## config.mk

```make
export PLATFORM = sky130hd
export DESIGN_NAME = adc_spi_slave_regfile
export DESIGN_NICKNAME = d
export VERILOG_FILES = /design/src/rtl/adc_spi_slv_pkg.sv /design/src/rtl/spi_pin_sync.sv /design/src/rtl/adc_spi_slave_regfile.sv
export SDC_FILE = /design/constraint.sdc
export NUM_CORES = 1
export LEC_CHECK = 0
export CAP_MARGIN = 20
export CORE_AREA = 4 4 216 218
export CTS_BUF_LIST = sky130_fd_sc_hd__clkbuf_16
export DETAILED_ROUTE_END_ITERATION = 7
export DIE_AREA = 0 0 220 222
export GPL_ROUTABILITY_DRIVEN = 0
export PLACE_DENSITY = 0.8
export SETUP_SLACK_MARGIN = 0.5
export SLEW_MARGIN = 10
export SYNTH_ARGS = -nofsm -noshare
export SYNTH_HDL_FRONTEND = slang
export SYNTH_SLANG_ARGS = --single-unit
export TNS_END_PERCENT = 20
```

## constraint.sdc

```tcl
create_clock -name clk -period 6.6 [get_ports clk]
set_input_delay 1.32 -clock clk [delete_from_list [all_inputs] [get_ports clk]]
set_output_delay 1.32 -clock clk [all_outputs]
set_load 0.01 [all_outputs]
```

## src/rtl/adc_spi_slv_pkg.sv

```systemverilog
// Shared definitions for the ADC configuration SPI responder: FSM states,
// frame geometry and the position of the write flag in the address byte.
package adc_spi_slv_pkg;

  typedef enum logic [1:0] {
    ST_IDLE,
    ST_ADDR,
    ST_DATA,
    ST_HOLD
  } spi_state_t;

  localparam int ADDR_BITS   = 8;
  localparam int DATA_BITS   = 16;
  localparam int FRAME_BITS  = ADDR_BITS + DATA_BITS;
  localparam int WR_FLAG_BIT = 7;

endpackage

```

## src/rtl/spi_pin_sync.sv

```systemverilog
// Two-flop synchroniser for one SPI pin followed by a registered edge
// detector. level, rise and fall all change on the same clk edge, three
// clk edges after the pin change is first sampled.
module spi_pin_sync (
  input  logic clk,
  input  logic sys_rst_n,
  input  logic pin,
  output logic level,
  output logic rise,
  output logic fall
);

  logic meta;
  logic sync;

  // Reset to 0 so a chip select already low at reset release produces no
  // falling edge; the frame in progress is then ignored.
  always_ff @(posedge clk or negedge sys_rst_n) begin
    if (!sys_rst_n) begin
      meta  <= 1'b0;
      sync  <= 1'b0;
      level <= 1'b0;
      rise  <= 1'b0;
      fall  <= 1'b0;
    end else begin
      meta  <= pin;
      sync  <= meta;
      level <= sync;
      rise  <= sync & ~level;
      fall  <= ~sync & level;
    end
  end

endmodule

```

## src/rtl/adc_spi_slave_regfile.sv

```systemverilog
// SPI responder for 24-bit ADC configuration frames (rw + 7-bit address,
// 16-bit data) backed by a fabric register file. All pins are oversampled
// in the clk domain. The read-back path (MISO shift-out and rd_strobe) is
// built only when ADC_SPI_SLV_READBACK_EN is defined.
module adc_spi_slave_regfile
  import adc_spi_slv_pkg::*;
#(
  parameter int         NUM_REGS    = 32,
  parameter logic [6:0] STATUS_ADDR = 7'h12
) (
  input  logic                   clk,
  input  logic                   sys_rst_n,
  input  logic                   spi_sclk,
  input  logic                   spi_csb,
  input  logic                   spi_mosi,
  output logic                   spi_miso,
  input  logic [15:0]            status_in,
  output logic [NUM_REGS*16-1:0] reg_q,
  output logic                   wr_strobe,
  output logic [6:0]             wr_addr,
  output logic [15:0]            wr_data,
  output logic                   rd_strobe,
  output logic                   frame_err
);

  localparam int         AW         = (NUM_REGS > 1) ? $clog2(NUM_REGS) : 1;
  localparam logic [7:0] NUM_REGS_W = 8'(NUM_REGS);

  logic sclk_lvl, sclk_rise, sclk_fall;
  logic csb_lvl, csb_rise, csb_fall;
  logic mosi_lvl, mosi_rise, mosi_fall;

  spi_pin_sync u_sync_sclk (.clk(clk), .sys_rst_n(sys_rst_n), .pin(spi_sclk),
                            .level(sclk_lvl), .rise(sclk_rise), .fall(sclk_fall));
  spi_pin_sync u_sync_csb  (.clk(clk), .sys_rst_n(sys_rst_n), .pin(spi_csb),
                            .level(csb_lvl), .rise(csb_rise), .fall(csb_fall));
  spi_pin_sync u_sync_mosi (.clk(clk), .sys_rst_n(sys_rst_n), .pin(spi_mosi),
                            .level(mosi_lvl), .rise(mosi_rise), .fall(mosi_fall));

  spi_state_t  state;
  logic [4:0]  bit_cnt;
  logic [15:0] sin;
  logic        rw;
  logic [6:0]  addr;
  logic [6:0]  rd_addr;
  logic        addr_done;
  logic        wr_pend;
  logic        wr_ok;
  logic [15:0] regs [NUM_REGS];

  // rd_addr is the address byte as it completes on the 8th SCLK rise
  assign rd_addr   = {sin[5:0], mosi_lvl};
  assign addr_done = (state == ST_ADDR) && !csb_rise && sclk_rise &&
                     (bit_cnt == 5'(ADDR_BITS - 1));
  assign wr_ok     = ({1'b0, addr} < NUM_REGS_W) && (addr != STATUS_ADDR);

  // Frame sequencing: count SCLK rises, shift MOSI in, flag aborts and
  // request a commit once a full write frame has been received.
  always_ff @(posedge clk or negedge sys_rst_n) begin
    if (!sys_rst_n) begin
      state     <= ST_IDLE;
      bit_cnt   <= '0;
      sin       <= '0;
      rw        <= 1'b0;
      addr      <= '0;
      wr_pend   <= 1'b0;
      frame_err <= 1'b0;
    end else begin
      wr_pend   <= 1'b0;
      frame_err <= 1'b0;
      case (state)
        ST_IDLE: begin
          if (csb_fall) begin
            state   <= ST_ADDR;
            bit_cnt <= '0;
          end
        end
        ST_ADDR: begin
          if (csb_rise) begin
            state     <= ST_IDLE;
            frame_err <= 1'b1;
          end else if (sclk_rise) begin
            sin     <= {sin[14:0], mosi_lvl};
            bit_cnt <= bit_cnt + 5'd1;
            if (addr_done) begin
              // sin[6] holds bit 7 of the address byte until this shift
              rw    <= sin[WR_FLAG_BIT-1];
              addr  <= rd_addr;
              state <= ST_DATA;
            end
          end
        end
        ST_DATA: begin
          // A CSB rise coinciding with the last SCLK rise still completes
          if (sclk_rise && (bit_cnt == 5'(FRAME_BITS - 1))) begin
            sin     <= {sin[14:0], mosi_lvl};
            bit_cnt <= bit_cnt + 5'd1;
            state   <= ST_HOLD;
            wr_pend <= rw;
          end else if (csb_rise) begin
            state     <= ST_IDLE;
            frame_err <= 1'b1;
          end else if (sclk_rise) begin
            sin     <= {sin[14:0], mosi_lvl};
            bit_cnt <= bit_cnt + 5'd1;
          end
        end
        ST_HOLD: begin
          if (csb_rise) state <= ST_IDLE;
        end
        default: state <= ST_IDLE;
      endcase
    end
  end

  // Commit a completed write one clk after the last bit; writes to the
  // status address or beyond the register file are silently dropped.
  always_ff @(posedge clk or negedge sys_rst_n) begin
    if (!sys_rst_n) begin
      for (int k = 0; k < NUM_REGS; k++) regs[k] <= '0;
      wr_addr   <= '0;
      wr_data   <= '0;
      wr_strobe <= 1'b0;
    end else begin
      wr_strobe <= 1'b0;
      if (wr_pend && wr_ok) begin
        regs[addr[AW-1:0]] <= sin;
        wr_addr            <= addr;
        wr_data            <= sin;
        wr_strobe          <= 1'b1;
      end
    end
  end

  for (genvar k = 0; k < NUM_REGS; k++) begin : g_flat
    assign reg_q[16*k +: 16] = regs[k];
  end

`ifdef ADC_SPI_SLV_READBACK_EN
  logic [15:0] sout;
  logic [15:0] rd_word;

  // Read source: live status overrides the register at STATUS_ADDR
  always_comb begin
    rd_word = 16'h0000;
    if (rd_addr == STATUS_ADDR) rd_word = status_in;
    else if ({1'b0, rd_addr} < NUM_REGS_W) rd_word = regs[rd_addr[AW-1:0]];
  end

  // Shift-out: load on the last address bit, then advance on every SCLK
  // fall except the one right after loading so bit 15 meets the 9th rise.
  always_ff @(posedge clk or negedge sys_rst_n) begin
    if (!sys_rst_n) begin
      sout      <= '0;
      rd_strobe <= 1'b0;
      spi_miso  <= 1'b0;
    end else begin
      rd_strobe <= 1'b0;
      if (addr_done && !sin[WR_FLAG_BIT-1]) begin
        sout      <= rd_word;
        rd_strobe <= 1'b1;
      end else if ((state == ST_DATA) && sclk_fall &&
                   (bit_cnt != 5'(ADDR_BITS))) begin
        sout <= {sout[14:0], 1'b0};
      end
      spi_miso <= ((state == ST_DATA) && !rw) ? sout[15] : 1'b0;
    end
  end

  logic unused_sync;
  assign unused_sync = ^{sclk_lvl, csb_lvl, mosi_rise, mosi_fall};
`else
  assign spi_miso  = 1'b0;
  assign rd_strobe = 1'b0;

  logic unused_sync;
  assign unused_sync = ^{sclk_lvl, sclk_fall, csb_lvl, mosi_rise, mosi_fall,
                         status_in};
`endif

endmodule
```

==> qor.csv, run 1 <==
stage,metric,value,unit
floorplanning,ios,560,
routing,wirelength,64.5,mm
layout,area_growth,35.5,%
clock_tree,clk_latency,0.61,ns
routing,drc,0,
logic_synthesis,syn_inst,1367,
sta,drv_slew,0,
setup_path,critPathLaunch,reg_q[30],
logic_synthesis,netlist.area_leader.share,65.9,%
logic_synthesis,synth-seq-area-share,65.9,%
power,p_total,7.31,mW
layout,finish.utilization,66.6,%
setup_path,timing.rr.end,reg_q[360],
routing,wire_per_inst,25.5,microns
logic_synthesis,synthTopCellsByArea,"dfrtp_1, mux2_2, clkbuf_1",
logic_synthesis,syn_area,22100,sq um
setup_path,cpMaxStageDelayCell,clkdlybuf4s50_1,
setup_path,critPathTopFamily,buffers and inverters,
global_route,grt_pass1_vias,14600,
global_route,antenna_found_initial,1,
setup_path,crit_type,flip-flop to output pin,
setup_path,cp.required,5.28,ns
logic_synthesis,synthArstFlopShare,100,%
setup_path,reg2reg_depth,4,
power,total_leakage_power,14.4,nW
routing,detail-route-antenna-nets,0,
setup_path,worstSetupStartpointType,flip-flop,
logic_synthesis,ys.flop_type,dfrtp_1,
setup_path,critPathMaxStageDelay,0.65,ns
place,post-place-cells,2426,
floorplanning,dieHeight,222,microns
sta,min_period,2.93,ns
setup_path,path_cells,clkdlybuf4s50_1,
clock_tree,hold_buffers,0,
logic_synthesis,avgSynthCellArea,16.1,sq um
floorplanning,start_util,49.1,%
layout,n_antenna_cell,0,
floorplanning,die_w,220,microns
sta,setup_tns,0,ns
global_route,grt_pass1_wl,96.6,mm
logic_synthesis,synth_common_cells,"dfrtp_1, mux2_2, clkbuf_1",
job,cap_viol_max_count,0,
setup_path,reg2reg_slack,3.75,ns
sta,relSlewSlack,21.5,%
logic_synthesis,yosys.area.top_type,dfrtp_1,
clock_tree,tritoncts,yes,
sta,rsz0062_at_grt,false,
logic_synthesis,synth_edf_count,0,
sta,timing.fmax,341,MHz
hold_path,hold_path_depth,0,
clock_tree,post_cts_resized,0,
setup_path,arrival,1.61,ns
sta,finalSetupViolations,0,
setup_path,setup.worst_path.end,reg_q[30],
setup_path,path_max_fanout,2,
setup_path,critPathBufInv,1,
power,power_density,245,nW/um^2
hold_path,hold_class,flip-flop to flip-flop,
clock_tree,htreeDepth,2,
clock_tree,cts_buffers,58,
routing,first_pass_iters,5,
sta,tightest_slew,1.18,ns
floorplanning,rows,78,
routing,drt-initial-drc-count,721,
place,post-dp-hpwl,44.2,mm
logic_synthesis,yosysMostFrequentCell,dfrtp_1,
floorplanning,dieArea,48800,sq um
layout,design.final.nets,1917,
clock_tree,clk_pin_slew,0.06,ns
setup_path,rr_startpoint,addr[1],
routing,vias,13700,
logic_synthesis,ys_types,49,
power,irDropWorstVdd,0.216,mV
clock_tree,cts_sinks,581,
setup_path,end_kind,output pin,
clock_tree,post_cts_buffers,0,
hold_path,hold_start,u_sync_mosi.meta,
routing,via_per_inst,5.40,
global_route,grt_usage,26.3,%
setup_path,cp_num_cells,1,
sta,fin_crit_sh,44.4,%
logic_synthesis,yosysWarningCount,0,
layout,instances_no_fill,2535,
outcome,outcome,"finished, final reports clean",
global_route,grt_max_degree,165,
global_route,overflow,0,
layout,drive_above_1_share,35.1,%
logic_synthesis,ys_ff_latch,581,
place,io_buffer_count,541,
sta,clock_skew,0.0170,ns
floorplanning,core,44900,sq um
clock_tree,clock_tree.root_cell,clkbuf_16,
sta,finalHoldViolCount,0,
clock_tree,max-clock-path-buffers,3,
## metrics by stage
step	setup WS, ns	area [sq um]	hold slack (ns)
6_report	3.67	29900	0.352
5_1_grt	3.61	29900	0.362
4_1_cts	3.62	29800	0.350
3_5_place_dp	3.68	28000	0.336
3_3_place_gp	3.73	28000	0.340
2_1_floorplan	4.40	22100	0.331
## layout by cell type (no fill, tap or decap), drive strengths merged, types with 4 or more instances in the layout
cell             n
mux2           538
a21oi            7
nand2b           5
buf             31
inv             24
o21ai           12
dfrtp          581
clkdlybuf4s50  540
nor3             6
ha               7
clkinv          24
nor2b           14
and2             4
nor2            21
nand3            9
clkbuf          59
nand2           19
bufinv           4
## worst min path at each step
stage | to | slack [ns]
2_1_floorplan | u_sync_csb.sync | 0.33
3_3_place_gp | u_sync_mosi.sync | 0.34
3_5_place_dp | u_sync_mosi.sync | 0.34
4_1_cts | u_sync_mosi.sync | 0.35
5_1_grt | u_sync_sclk.sync | 0.36
6_report | u_sync_mosi.sync | 0.35
## power breakdown
| group | leakage [nW] | switching, mW | internal, mW |
|---|---|---|---|
| Clock | 0.931 | 1.38 | 1.78 |
| Combinational | 5.35 | 0.335 | 0.111 |
| Sequential | 8.09 | 0.111 | 3.59 |
| Total | 14.4 | 1.83 | 5.49 |
## sequential cells by signal, indices dropped and copies added, names as in the netlist, 2 cells and up
signal and cells:
sin 16, addr 7, bit_cnt 5, wr_data 16, reg_q 512, wr_addr 7
state 2
## metal layers
| metal | track usage [%] | wire length, microns | vias up |
|---|---|---|---|
| met3 | 8.46 | 5460 | 121 |
| met4 | 9.97 | 2500 | 0 |
| met1 | 32.7 | 25200 | 7240 |
| met5 | 0 | 0 | - |
| li1 | - | - | 5822 |
| met2 | 43.0 | 31400 | 514 |
## cells by family (layout without fill, tap and decap cells)
group / Yosys count / count (layout) / synth area share, %
AOI/OAI and AO/OA: 29 / 29 / 0.811
adders and majority gates: 7 / 7 / 0.397
and+or+nand+nor: 92 / 92 / 2.77
buffers and inverters: 118 / 685 / 2.38
other: 1 / 2 / 0.0170
DFF: 581 / 581 / 65.9
muxes: 539 / 539 / 27.7
## cell type report
| type | count | area (sq um) |
|---|---|---|
| Timing Repair Buffer | 571 | 5710 |
| Inverter | 8 | 30.0 |
| Fill cell | 3174 | 15000 |
| Sequential cell | 581 | 14500 |
| Multi-Input combinational cell | 669 | 7020 |
| Clock inverter | 47 | 350 |
| Tap cell | 600 | 751 |
| Clock buffer | 59 | 1480 |
Power figures use the tool's default switching activity.
==> inputs of run 2 (changes only) <==
CORE_AREA = unset   (was 4 4 216 218)
CORE_ASPECT_RATIO = 0.9   (was unset)
CORE_MARGIN = 4   (was unset)
CORE_UTILIZATION = 49   (was unset)
DIE_AREA = unset   (was 0 0 220 222)
clock period = 3 ns   (was 6.6 ns; I/O delays follow)
==> run 2 against run 1 <==
Clock skew up 0.0029 ns. Critical path type is now flip-flop to flip-flop. First-iteration DRC count up 1.7%. Cell count up 1.1%. Via count up 0.84%. Power up 120%. Utilization up 1.4 points. Non-clock buffer count up 37. Global-route usage up 0.42 points. Setup slack worse by 3.0 ns.
==> qor.csv, run 2 (synthesis gave the netlist of run 1 again) <==
stage,metric,value,unit,change
setup_path,reg2reg_slack,0.63,ns,-3.12 ns
clock_tree,htreeDepth,2,,unchanged
clock_tree,cts_sinks,581,,unchanged
sta,drv_slew,0,,unchanged
power,total_leakage_power,14.5,nW,+0.97%
floorplanning,ios,560,,unchanged
routing,drt-initial-drc-count,733,,+1.7%
global_route,grt_pass1_wl,97.7,mm,+1.2%
sta,timing.fmax,423,MHz,
sta,setup_tns,0,ns,unchanged
floorplanning,core,44300,sq um,-1.3%
global_route,antenna_found_initial,1,,unchanged
sta,tightest_slew,0.927,ns,-0.249 ns
power,p_clk_share,41.7,%,-1.6 points
routing,first_pass_iters,4,,-1
setup_path,rr_startpoint,addr[1],,
power,p_total,15.7,mW,+120%
hold_path,hold_path_end,u_sync_mosi.sync,,
floorplanning,dieArea,48500,sq um,-0.77%
layout,area_growth,36.4,%,
power,combPwrFrac,5.8,%,-0.3 points
clock_tree,clock_tree.root_cell,clkbuf_16,,
power,irDropWorstVdd,0.439,mV,+100%
global_route,grt_max_degree,89,,-46%
hold_path,hold_path_depth,0,,unchanged
clock_tree,max-clock-path-buffers,3,,unchanged
setup_path,end_kind,flip-flop,,
floorplanning,start_util,49.8,%,+0.66 points
sta,relSlewSlack,38.2,%,+17 points
setup_path,critPathMaxStageDelay,0.38,ns,-0.27 ns
power,sequentialPowerShare,52.4,%,+1.8 points
layout,design.final.nets,1951,,+1.8%
place,post-dp-hpwl,45.4,mm,+2.7%
layout,final_cell_mix,"dfrtp_1, clkdlybuf4s50_1, mux2_2",,
setup_path,worstSetupStartpointType,flip-flop,,
power,p_int,11.8,mW,+120%
sta,rsz0062_at_grt,false,,
job,cap_viol_max_count,0,,unchanged
global_route,overflow,0,,unchanged
setup_path,path_cells,buf_4 -> nor2b_1 -> nand2_1 -> nor4_4 -> buf_4 -> mux2_2,,
sta,finalSetupViolations,0,,unchanged
sta,clock_skew,0.0199,ns,+0.00289 ns
global_route,grt_pass1_vias,15000,,+2.8%
sta,whs,0.347,ns,-0.00570 ns
layout,n_antenna_cell,0,,unchanged
routing,wirelength,65.2,mm,+1.1%
routing,detail-route-antenna-nets,0,,unchanged
setup_path,cp.required,3.47,ns,-1.81 ns
setup_path,cpMaxStageDelayCell,nor2b_1,,
layout,drive_above_1_share,36.2,%,+1.1 points
power,switching_share,24.9,%,-0.092 points
setup_path,crit_type,flip-flop to flip-flop,,
layout,mostFrequentLayoutCell,dfrtp_1,,
layout,multiInputGateArea,7030,sq um,+0.11%
place,io_buffer_count,541,,unchanged
layout,fillCellCount,2922,,-7.9%
layout,largest_register_ffs,512,,unchanged
setup_path,reg2reg_depth,6,,+2
layout,regArea,14500,sq um,about the same
clock_tree,clk_pin_slew,0.06,ns,about the same
global_route,grt_usage,26.7,%,+0.42 points
routing,via_per_inst,5.39,,-0.30%
floorplanning,die_w,232,microns,+5.3%
setup_path,cpMostUsedCell,buf_4,,
sta,fin_crit_sh,78.9,%,
setup_path,timing.rr.end,reg_q[42],,
power,power_density,523,nW/um^2,+110%
sta,finalHoldViolCount,0,,unchanged
outcome,outcome,"finished, final reports clean",,
hold_path,hold_start,u_sync_mosi.meta,,
clock_tree,clk_latency,0.59,ns,-0.02 ns
power,p_switching,3.92,mW,+110%
routing,wire_per_inst,25.4,microns,about the same
clock_tree,tritoncts,yes,,
setup_path,path_max_fanout,16,,+14
clock_tree,post_cts_buffers,0,,unchanged
hold_path,hold_class,flip-flop to flip-flop,,
setup_path,critPathLaunch,addr[1],,
setup_path,arrival,2.84,ns,+1.23 ns
routing,drc,0,,unchanged
floorplanning,dieHeight,209,microns,-5.7%
sta,min_period,2.37,ns,
routing,vias,13800,,+0.84%
clock_tree,cts_buffers,55,,-5.2%
floorplanning,rows,73,,-6.4%
-- run 2: how the worst max path moves through the flow --
stage | end
floorplan | sin[10]
CTS | reg_q[477]
detailed placement | reg_q[475]
global placement | reg_q[471]
finish | reg_q[42]
global route | reg_q[160]
-- run 2: power groups by stage --
stage                     Combinational (mW)  Clock (mW)  Sequential (mW)
after floorplan                        0.563           0             8.13
after global placement                 0.884           0             8.40
after detailed placement               0.917           0             8.41
after CTS                              0.922        6.68             8.26
after global routing                    1.00        7.00             8.28
final                                  0.921        6.57             8.25
-- run 2: metal layers --
| metal | wire length [microns] | global-route usage, % |
|---|---|---|
| met5 | 0 | 0 |
| met4 | 2500 | 9.67 |
| met3 | 5780 | 8.51 |
| met2 | 31200 | 43.5 |
| met1 | 25700 | 33.9 |
-- run 2: final cells by class --
type	instances	area share, %
Sequential cell	581	48.3
Multi-Input combinational cell	669	23.4
Timing Repair Buffer	608	20.1
Clock buffer	55	4.57
Tap cell	600	2.50
Clock inverter	43	0.994
Inverter	8	0.0998
-- run 2: repair_timing --
action / in CTS / in global routing
hold buffers: 1 / 0
endpoints found under the hold margin: 53 / 0
setup endpoints to repair: 0 / 9
gates resized for setup: 0 / 1
-- run 2: worst max-delay path: cells and delay by family (launching register included) --
family	cells	cell delay, ns
buffers and inverters	2	0.55
DFF	1	0.37
muxes	1	0.38
and+or+nand+nor	3	0.93
-- run 2: metrics by stage --
| step | area, sq um | instances | utilization, % | setup slack, ns |
|---|---|---|---|---|
| 2_1_floorplan | 22100 | 1368 | - | 0.804 |
| 3_3_place_gp | 28400 | 2464 | 64.0 | 0.718 |
| 3_5_place_dp | 28400 | 2464 | 64.0 | 0.635 |
| 4_1_cts | 30100 | 2563 | 67.8 | 0.616 |
| 5_1_grt | 30100 | 2564 | 67.9 | 0.542 |
| 6_report | 30100 | 2564 | 67.9 | 0.633 |
